File: src/rtl/scan_frame_sched_if.sv
// Byte stream from the frame scheduler FIFO to the UART transmitter.
// The master drives data/valid; the slave answers with ready.
interface scan_frame_sched_if;
  logic [7:0] tx_data;
  logic       tx_valid;
  logic       tx_ready;

  modport master (output tx_data, output tx_valid, input tx_ready);
  modport slave  (input tx_data, input tx_valid, output tx_ready);
endinterface

File: src/rtl/scan_frame_sched.sv
// Pressure-matrix scan sequencer: steps the demux address, starts ADC conversions,
// captures samples on a synchronised DRDY edge and queues framed bytes for the UART.
module scan_frame_sched #(
  parameter int unsigned DIMX       = 14,
  parameter int unsigned DIMY       = 31,
  parameter int unsigned SETTLE     = 64,
  parameter int unsigned TIMEOUT    = 4096,
  parameter int unsigned FIFO_DEPTH = 16,
  parameter logic [7:0]  HEAD_BYTE  = 8'hFF,
  parameter logic [7:0]  TAIL_BYTE  = 8'hFE
) (
  input  logic               clock_i,
  input  logic               reset_i,
  input  logic               config_done_i,
  input  logic               enable_i,
  input  logic               n_DRDY1_i,
  input  logic               n_DRDY2_i,
  input  logic [7:0]         adc_data_i,
  output logic               adc_start_o,
  output logic [4:0]         deMUX_X_o,
  output logic [4:0]         deMUX_Y_o,
  output logic               frame_busy_o,
  output logic               timeout_err_o,
  output logic [15:0]        frame_count_o,
  scan_frame_sched_if.master tx
);

  localparam int unsigned AW = $clog2(FIFO_DEPTH);
  localparam int unsigned CW = $clog2((SETTLE > TIMEOUT) ? SETTLE : TIMEOUT) + 1;
  localparam logic [AW:0] FIFO_FULL = (AW+1)'(FIFO_DEPTH);

  typedef enum logic [2:0] {
    S_IDLE, S_HEAD, S_SETTLE, S_WAIT, S_CAPTURE, S_ADVANCE, S_TAIL
  } state_t;

  state_t        state_q;
  logic [4:0]    x_q, y_q;
  logic [CW-1:0] cnt_q;
  logic [7:0]    sample_q;
  logic          adc_start_q, frame_busy_q, timeout_err_q;
  logic [15:0]   frame_count_q;

  logic [1:0]    drdy1_sync_q, drdy2_sync_q;
  logic          drdy_q;
  logic          drdy, drdy_rise;

  logic [7:0]    fifo_mem_q [FIFO_DEPTH];
  logic [AW-1:0] wr_ptr_q, rd_ptr_q;
  logic [AW:0]   count_q, count_d;
  logic          tx_valid_q;
  logic          push_req, push, pop;
  logic [7:0]    push_data;

  // Either ADC pulling its DRDY low raises drdy; sync flops idle high (not ready).
  assign drdy      = !(drdy1_sync_q[1] & drdy2_sync_q[1]);
  assign drdy_rise = drdy & !drdy_q;

  always_ff @(posedge clock_i) begin
    if (reset_i) begin
      drdy1_sync_q <= 2'b11;
      drdy2_sync_q <= 2'b11;
      drdy_q       <= 1'b0;
    end else begin
      drdy1_sync_q <= {drdy1_sync_q[0], n_DRDY1_i};
      drdy2_sync_q <= {drdy2_sync_q[0], n_DRDY2_i};
      drdy_q       <= drdy;
    end
  end

  // A pop in the same cycle frees a slot, so a push into a full FIFO still lands.
  assign pop  = tx_valid_q & tx.tx_ready;
  assign push = push_req & ((count_q != FIFO_FULL) | pop);

  always_comb begin
    count_d = count_q + (AW+1)'(push) - (AW+1)'(pop);
  end

  always_comb begin
    push_req  = 1'b0;
    push_data = HEAD_BYTE;
    case (state_q)
      S_HEAD:    push_req = 1'b1;
      S_CAPTURE: begin
        push_req  = 1'b1;
        push_data = (sample_q >= 8'hFE) ? 8'hFD : sample_q;
      end
      S_TAIL: begin
        push_req  = 1'b1;
        push_data = TAIL_BYTE;
      end
      default: ;
    endcase
  end

  always_ff @(posedge clock_i) begin
    if (reset_i) begin
      wr_ptr_q   <= '0;
      rd_ptr_q   <= '0;
      count_q    <= '0;
      tx_valid_q <= 1'b0;
    end else begin
      if (push) begin
        fifo_mem_q[wr_ptr_q] <= push_data;
        wr_ptr_q             <= wr_ptr_q + AW'(1);
      end
      if (pop) begin
        rd_ptr_q <= rd_ptr_q + AW'(1);
      end
      count_q    <= count_d;
      tx_valid_q <= (count_d != '0);
    end
  end

  assign tx.tx_data  = fifo_mem_q[rd_ptr_q];
  assign tx.tx_valid = tx_valid_q;

  // cnt_q times the settle delay, then is reused as the DRDY timeout timer.
  always_ff @(posedge clock_i) begin
    if (reset_i) begin
      state_q       <= S_IDLE;
      x_q           <= '0;
      y_q           <= '0;
      cnt_q         <= '0;
      sample_q      <= '0;
      adc_start_q   <= 1'b0;
      frame_busy_q  <= 1'b0;
      timeout_err_q <= 1'b0;
      frame_count_q <= '0;
    end else begin
      adc_start_q <= 1'b0;
      case (state_q)
        S_IDLE: begin
          if (config_done_i & enable_i) state_q <= S_HEAD;
        end
        S_HEAD: begin
          x_q          <= '0;
          y_q          <= '0;
          frame_busy_q <= 1'b1;
          if (push) begin
            cnt_q   <= '0;
            state_q <= S_SETTLE;
          end
        end
        S_SETTLE: begin
          if (cnt_q == CW'(SETTLE - 1)) begin
            cnt_q       <= '0;
            adc_start_q <= 1'b1;
            state_q     <= S_WAIT;
          end else begin
            cnt_q <= cnt_q + CW'(1);
          end
        end
        S_WAIT: begin
          if (drdy_rise) begin
            sample_q <= adc_data_i;
            state_q  <= S_CAPTURE;
          end else if (cnt_q == CW'(TIMEOUT - 1)) begin
            sample_q      <= 8'h00;
            timeout_err_q <= 1'b1;
            state_q       <= S_CAPTURE;
          end else begin
            cnt_q <= cnt_q + CW'(1);
          end
        end
        S_CAPTURE: begin
          if (push) state_q <= S_ADVANCE;
        end
        S_ADVANCE: begin
          cnt_q <= '0;
          if (x_q < 5'(DIMX)) begin
            x_q     <= x_q + 5'd1;
            state_q <= S_SETTLE;
          end else if (y_q < 5'(DIMY)) begin
            x_q     <= '0;
            y_q     <= y_q + 5'd1;
            state_q <= S_SETTLE;
          end else begin
            state_q <= S_TAIL;
          end
        end
        S_TAIL: begin
          if (push) begin
            frame_count_q <= frame_count_q + 16'd1;
            frame_busy_q  <= 1'b0;
            state_q       <= enable_i ? S_HEAD : S_IDLE;
          end
        end
        default: state_q <= S_IDLE;
      endcase
    end
  end

  assign adc_start_o   = adc_start_q;
  assign deMUX_X_o     = x_q;
  assign deMUX_Y_o     = y_q;
  assign frame_busy_o  = frame_busy_q;
  assign timeout_err_o = timeout_err_q;
  assign frame_count_o = frame_count_q;

endmodule
File: src/flat_wrapper.sv
// flat-port wrapper written by rule: the top's interface ports become plain ports
module scan_frame_sched_flat 
#(
  parameter int unsigned DIMX       = 14,
  parameter int unsigned DIMY       = 31,
  parameter int unsigned SETTLE     = 64,
  parameter int unsigned TIMEOUT    = 4096,
  parameter int unsigned FIFO_DEPTH = 16,
  parameter logic [7:0]  HEAD_BYTE  = 8'hFF,
  parameter logic [7:0]  TAIL_BYTE  = 8'hFE
)
  (clock_i, reset_i, config_done_i, enable_i, n_DRDY1_i, n_DRDY2_i, adc_data_i, adc_start_o, deMUX_X_o, deMUX_Y_o, frame_busy_o, timeout_err_o, frame_count_o, tx_tx_data, tx_tx_valid, tx_tx_ready);
  scan_frame_sched_if tx_i ();
  input  logic clock_i;
  input  logic reset_i;
  input  logic config_done_i;
  input  logic enable_i;
  input  logic n_DRDY1_i;
  input  logic n_DRDY2_i;
  input  logic [7:0] adc_data_i;
  output logic adc_start_o;
  output logic [4:0] deMUX_X_o;
  output logic [4:0] deMUX_Y_o;
  output logic frame_busy_o;
  output logic timeout_err_o;
  output logic [15:0] frame_count_o;
  output wire logic [$bits(tx_i.tx_data)-1:0] tx_tx_data;
  output wire logic [$bits(tx_i.tx_valid)-1:0] tx_tx_valid;
  input wire logic [$bits(tx_i.tx_ready)-1:0] tx_tx_ready;
  assign tx_tx_data = tx_i.tx_data;
  assign tx_tx_valid = tx_i.tx_valid;
  assign tx_i.tx_ready = tx_tx_ready;
  scan_frame_sched #(.DIMX(DIMX), .DIMY(DIMY), .SETTLE(SETTLE), .TIMEOUT(TIMEOUT), .FIFO_DEPTH(FIFO_DEPTH), .HEAD_BYTE(HEAD_BYTE), .TAIL_BYTE(TAIL_BYTE)) u_core (.clock_i(clock_i), .reset_i(reset_i), .config_done_i(config_done_i), .enable_i(enable_i), .n_DRDY1_i(n_DRDY1_i), .n_DRDY2_i(n_DRDY2_i), .adc_data_i(adc_data_i), .adc_start_o(adc_start_o), .deMUX_X_o(deMUX_X_o), .deMUX_Y_o(deMUX_Y_o), .frame_busy_o(frame_busy_o), .timeout_err_o(timeout_err_o), .frame_count_o(frame_count_o), .tx(tx_i));
endmodule
File: config.mk
export PLATFORM = sky130hd
export DESIGN_NAME = scan_frame_sched_flat
export DESIGN_NICKNAME = d
export VERILOG_FILES = /design/src/rtl/scan_frame_sched_if.sv /design/src/rtl/scan_frame_sched.sv /design/src/flat_wrapper.sv
export SDC_FILE = /design/constraint.sdc
export NUM_CORES = 1
export LEC_CHECK = 0
export CAP_MARGIN = 5
export CORE_MARGIN = 4
export CORE_UTILIZATION = 40
export DETAILED_ROUTE_END_ITERATION = 6
export GPL_TIMING_DRIVEN = 0
export PLACE_DENSITY = 0.6
export REMOVE_ABC_BUFFERS = 1
export SKIP_LAST_GASP = 1
export SYNTH_ARGS = -nofsm -noshare
export SYNTH_HDL_FRONTEND = slang
export SYNTH_SLANG_ARGS = --single-unit
File: constraint.sdc
create_clock -name clock_i -period 6.35 [get_ports clock_i]
set_clock_uncertainty 0.1 [all_clocks]
set_input_delay 1.27 -clock clock_i [delete_from_list [all_inputs] [get_ports clock_i]]
set_output_delay 1.27 -clock clock_i [all_outputs]
set_load 0.005 [all_outputs]
Word-level counts from Yosys, hierarchy flattened
Memory sizes are Yosys's and may differ from the RTL's. A register that Yosys moved wholly into a read port is not among the register bits.
Index checks and enable logic that the tools add are counted.
{"block": "classes", "reduce_logical": 18, "bitwise_logic": 8, "n_addsub": 8, "n_mux": 35, "eq_ne": 20, "n_lt_le_gt_ge": 3}
{"op": "13-bit two-way mux", "count": 4}
{"op": "13-bit case mux with 4 select lines", "count": 1}
{"op": "3-bit two-way mux", "count": 9}
{"op": "8-bit two-way mux", "count": 3}
{"op": "3-bit case mux with 7 select lines", "count": 1}
{"op": "5-bit two-way mux", "count": 4}
{"op": "5-bit case mux with 2 select lines", "count": 2}
{"op": "16-bit by 1-bit adder with 16-bit output (second input constant)", "count": 1}
{"op": "8-bit case mux with 2 select lines", "count": 1}
{"op": "13-bit by 1-bit adder with 13-bit output (second input constant)", "count": 1}
{"op": "13-bit by 12-bit == test with 1-bit output (second input constant)", "count": 1}
{"op": "13-bit by 6-bit == test with 1-bit output (second input constant)", "count": 1}
{"op": "2-bit by 1-bit != test with 1-bit output (second input constant)", "count": 6}
{"op": "5-bit by 1-bit adder with 5-bit output (second input constant)", "count": 2}
{"op": "3-bit == test (second input constant)", "count": 3}
{"op": "4-bit by 1-bit adder with 4-bit output (second input constant)", "count": 2}
{"op": "8-bit greater-or-equal comparator (second input constant)", "count": 1}
{"op": "4-bit two-way mux", "count": 2}
{"op": "2-bit AND reduction", "count": 4}
{"op": "1-bit two-way mux", "count": 7}
{"op": "3-bit by 2-bit == test with 1-bit output (second input constant)", "count": 2}
{"op": "2-bit != test (second input constant)", "count": 3}
{"op": "3-bit by 1-bit != test with 1-bit output (second input constant)", "count": 2}
{"op": "3-bit AND reduction", "count": 2}
{"op": "19 further kinds", "count": 27}
{"block": "word_totals", "ramBits": 128, "output_inout_bits": 38, "n_memories": 1, "input_bits": 15, "word_cells": 109, "reg_bits": 72}
{"memory": "u_core.fifo_mem_q", "depth": 16, "word_bits": 8, "rd": 1, "rd_clocked_by_memory_dff": 1, "wr": 1, "line_no": "scan_frame_sched.sv:47", "rtl": "logic [7:0] fifo_mem_q [FIFO_DEPTH];"}

Depth between registers and ports, before layout
Gate-level depths: netlist of run 1.
{"block": "depth", "ltp_word": 7, "ltp_mapped": 13}

Worst setup path before layout of run 1
OpenSTA, ideal clock, no wires.
{"block": "synth_path", "kind": "input port to flip-flop", "start": "in tx_tx_ready", "end": "reg u_core.tx_valid_q, in the netlist u_core.tx.tx_valid", "arrival_time_ps": 3010, "stages": 13, "required_ps": 6113, "slack_ps": 3103, "path_cell_list": "nand2_1 inv_2 buf_2 ha_1 inv_1 ha_1 inv_1 fa_1 inv_1 a21oi_1 o21bai_1 xnor2_1 a41oi_1"}
{"block": "synth_between", "elab_chain_cells": 6}
{"item": "start: declaration", "line_no": "flat_wrapper.sv:29", "rtl": "input wire logic [$bits(tx_i.tx_ready)-1:0] tx_tx_ready;"}
{"item": "1-bit AND (*)", "line_no": "scan_frame_sched.sv:71", "rtl": "assign pop = tx_valid_q & tx.tx_ready;"}
{"item": "named net u_core.pop", "line_no": "scan_frame_sched.sv:51", "rtl": "logic push_req, push, pop;"}
{"item": "1-bit OR", "line_no": "scan_frame_sched.sv:72", "rtl": "assign push = push_req & ((count_q != FIFO_FULL) | pop);"}
{"item": "1-bit AND", "line_no": "scan_frame_sched.sv:72"}
{"item": "5-bit by 1-bit adder with 5-bit output", "line_no": "scan_frame_sched.sv:75", "rtl": "count_d = count_q + (AW+1)'(push) - (AW+1)'(pop);"}
{"item": "5-bit by 1-bit subtractor with 5-bit output (*)", "line_no": "scan_frame_sched.sv:75"}
{"item": "5-bit nonzero test (*)", "line_no": "scan_frame_sched.sv:110", "rtl": "tx_valid_q <= (count_d != '0);"}
{"item": "end signal: assignment", "line_no": "scan_frame_sched.sv:110"}
{"item": "end: declaration", "line_no": "scan_frame_sched.sv:50", "rtl": "logic tx_valid_q;"}
Mark *: on every way through the listed nets, which the timed path passes. The rest lies on a longest branch.
A chain may end at the register's enable or synchronous reset.

==> flow_metrics.py, run 1 <==
metrics = {
    "timing": {
        "tns_ns": 0,
        "setup_viol": 0,
        "hold_violations": 0,
        "finalCritPeriodShare_pct": 69.2,
        "slew_headroom_pct": 23.8,
        "fin_crit_ns": 4.40,
        "tightest_slew_ns": 1.14,
        "rsz0062_at_grt": "no",
        "slew_viol_final": 0,
        "max_freq_ghz": 0.228,
    },
    "yosys": {
        "synth_edf_count": 128,
        "synth_seq_cells": 204,
        "yosys_most_used_dff": "edfxtp_1",
        "mappedNetlistArea_um2": 8710,
        "avgSynthCellArea_um2": 13.7,
        "synth.top_cells.by_count": "edfxtp_1 (128), dfxtp_1 (76), nor2_1 (57)",
        "synth_cells": 638,
        "ys_types": 68,
        "synth_top_cell_area_share_pct": 44.1,
        "yosysMostFrequentCell": "edfxtp_1",
        "synth-seq-area-share_pct": 61.6,
        "yosysTopAreaCell": "edfxtp_1",
        "synth_area_leaders": "edfxtp_1 (44%), dfxtp_1 (17%), mux4_2 (10%), nor2_1 (2.5%), ha_1 (2.2%)",
        "ys_warn_count": 0,
        "async_reset_ff_share_pct": 0,
    },
    "grt": {
        "grt-ovfl-total": 0,
        "grt_use_total_pct": 15.0,
        "first_global_vias": 5275,
        "antenna_found_initial": 0,
        "grt_pass1_wl_um": 28900,
        "grt_max_degree": 36,
    },
    "clock_network": {
        "cts_sinks": 204,
        "clock_path_buffers": 3,
        "hold_buffers": 0,
        "ctsResizeCount": 0,
        "postCtsSetupBuffers": 0,
        "cts_buffers": 22,
        "worstSkewPairLatency_ns": 0.50,
        "clkTransAtPathRegs_ns": 0.06,
        "ctsRootBufferMaster": "clkbuf_16",
        "htreeDepth": 1,
        "cts_tree": "yes",
    },
    "floorplanning": {
        "die_w_um": 156,
        "start_util_pct": 41.1,
        "dieArea_um2": 24200,
        "core-area_um2": 21200,
        "die_h_um": 156,
        "rows": 53,
        "ios": 53,
    },
    "drt": {
        "first_pass_iters": 5,
        "routed_wl_um": 18000,
        "wl_per_cell_um": 18.5,
        "drc": 0,
        "via_count": 5238,
        "ant_nets": 0,
        "vias_per_cell": 5.37,
        "drt-initial-drc-count": 398,
    },
    "power": {
        "p_leak_nw": 3.11,
        "power_density_nw_per_um2": 310,
        "vdd_drop_max_v": 0.000197,
    },
    "placed_design": {
        "place_area_um2": 9460,
        "portBuffers": 52,
        "hpwl_um": 11900,
        "routabilityCongestion": 0.802,
    },
    "run_status": {
        "status": "finished, final reports clean",
    },
    "worst_setup_path": {
        "required_ns": 4.98,
        "cp_max_fo": 17,
        "end_kind": "primary output",
        "critPathArrivalTime_ns": 3.03,
        "critPathKind": "flop to primary output",
        "startpoint_type": "flop",
    },
    "layout": {
        "drive_above_1_share_pct": 14.7,
        "final_area_um2": 10100,
        "final_nets": 716,
        "num-fill-cells": 1856,
        "area_growth_pct": 16.3,
        "diodes": 0,
    },
    "run": {
        "drv_cap": 0,
    },
    "hold_path": {
        "hp-class": "flop to flop",
    },
}
-- state kept, by name, indices dropped and copies added (netlist names), named ones only --
| name | cells |
|---|---|
| u_core.adc_start_o | 1 |
| u_core.cnt_q | 13 |
| u_core.count_q | 5 |
| u_core.deMUX_X_o | 5 |
| u_core.deMUX_Y_o | 5 |
| u_core.drdy1_sync_q | 2 |
| u_core.drdy2_sync_q | 2 |
| u_core.drdy_q | 1 |
| u_core.fifo_mem_q | 128 |
| u_core.frame_busy_o | 1 |
| u_core.frame_count_o | 16 |
| u_core.rd_ptr_q | 4 |
| u_core.sample_q | 8 |
| u_core.state_q | 3 |
| u_core.timeout_err_o | 1 |
| u_core.tx.tx_valid | 1 |
| u_core.wr_ptr_q | 4 |
-- through the flow --
| step | hold WS, ns | utilization, % | total power [mW] | cells | worst slack, ns |
|---|---|---|---|---|---|
| floorplan | 0.289 | - | 1.85 | 606 | 2.42 |
| global placement | 0.298 | 44.3 | 1.98 | 933 | 0.943 |
| detailed placement | 0.293 | 44.6 | 2.01 | 935 | 2.39 |
| CTS | 0.306 | 47.7 | 3.19 | 975 | 1.86 |
| global route | 0.312 | 47.8 | 3.29 | 976 | 1.75 |
| finish | 0.305 | 47.8 | 3.14 | 976 | 1.95 |
-- power breakdown --
part	switching [mW]	internal [mW]	total, mW
Clock	0.497	0.672	1.17
Sequential	0.0708	1.44	1.51
Combinational	0.221	0.242	0.464
-- cells in the final DEF, fill, tap and decap left out, drive strengths merged, types with 14 or more instances in the layout --
cell type	n
nand4	15
a21oi	31
clkbuf	29
nor2	57
clkdlybuf4s50	51
inv	14
dfxtp	76
xnor2	15
ha	15
edfxtp	128
mux4	40
nand2	44
nand3	22
-- layer usage --
layer	global-route usage [%]	vias to the layer above	wire length, µm
li1	-	2495	-
met1	20.5	2592	8010
met2	24.7	121	8670
met3	2.83	30	951
met4	4.13	0	417
met5	0	-	0
-- cells by family (layout without fill, tap and decap cells) --
kind of cell	Yosys count	in the layout	synth area share, %
compound gates	74	74	5.60
flops	204	204	61.6
mux	48	48	11.3
fa+ha+maj	16	16	2.38
simple gates	224	224	13.9
xor+xnor	26	26	2.61
buf+inv	46	109	2.60
-- worst max-delay path: stages, from the launching register on --
cell and delay [ns]:
dfxtp_2 0.75, buf_12 0.27, mux4_2 0.53, mux4_2 0.51, clkdlybuf4s50_1 0.47
-- worst paths after layout --
kind                                   to  cells past startpoint                   start  slack [ns]
setup / recovery            tx_tx_data[2]                      4                    flop        1.95
hold / removal     u_core.drdy1_sync_q[1]                      1  u_core.drdy1_sync_q[0]        0.31
setup reg to reg  u_core.fifo_mem_q[1][3]                      5       u_core.state_q[2]        3.17
hold reg to reg    u_core.drdy1_sync_q[1]                      1  u_core.drdy1_sync_q[0]        0.31
-- cell type report --
cell class / instances / area [µm²] / area share [%]
repair buffers: 55 / 563 / 5.56
clock inverters: 11 / 60.1 / 0.593
clock buffers: 29 / 607 / 5.99
flip-flops and latches: 204 / 5370 / 53.0
well taps: 275 / 344 / 3.40
multi-input cells: 388 / 3140 / 31.0
inverters: 14 / 52.6 / 0.519
No activity file was read; power rests on OpenSTA's default activity.
==> run 2, diff against run 1 <==
==> constraint.sdc (replaced) <==
create_clock -name clock_i -period 4.55 [get_ports clock_i]
set_clock_uncertainty 0.1 [all_clocks]
set_input_delay 0.91 -clock clock_i [delete_from_list [all_inputs] [get_ports clock_i]]
set_output_delay 0.91 -clock clock_i [all_outputs]
set_load 0.005 [all_outputs]
==> results of run 2 <==
The final DEF is identical to that of run 1. Status: finished, final reports clean.
Among the figures that moved: setup slack after placement 2.39 ns -> 0.949 ns; setup slack after layout 1.95 ns -> 0.515 ns; register-to-register setup slack 3.17 ns -> 1.37 ns; total power 3.14 mW -> 4.39 mW; worst IR drop on VDD 0.000197 V -> 0.000275 V
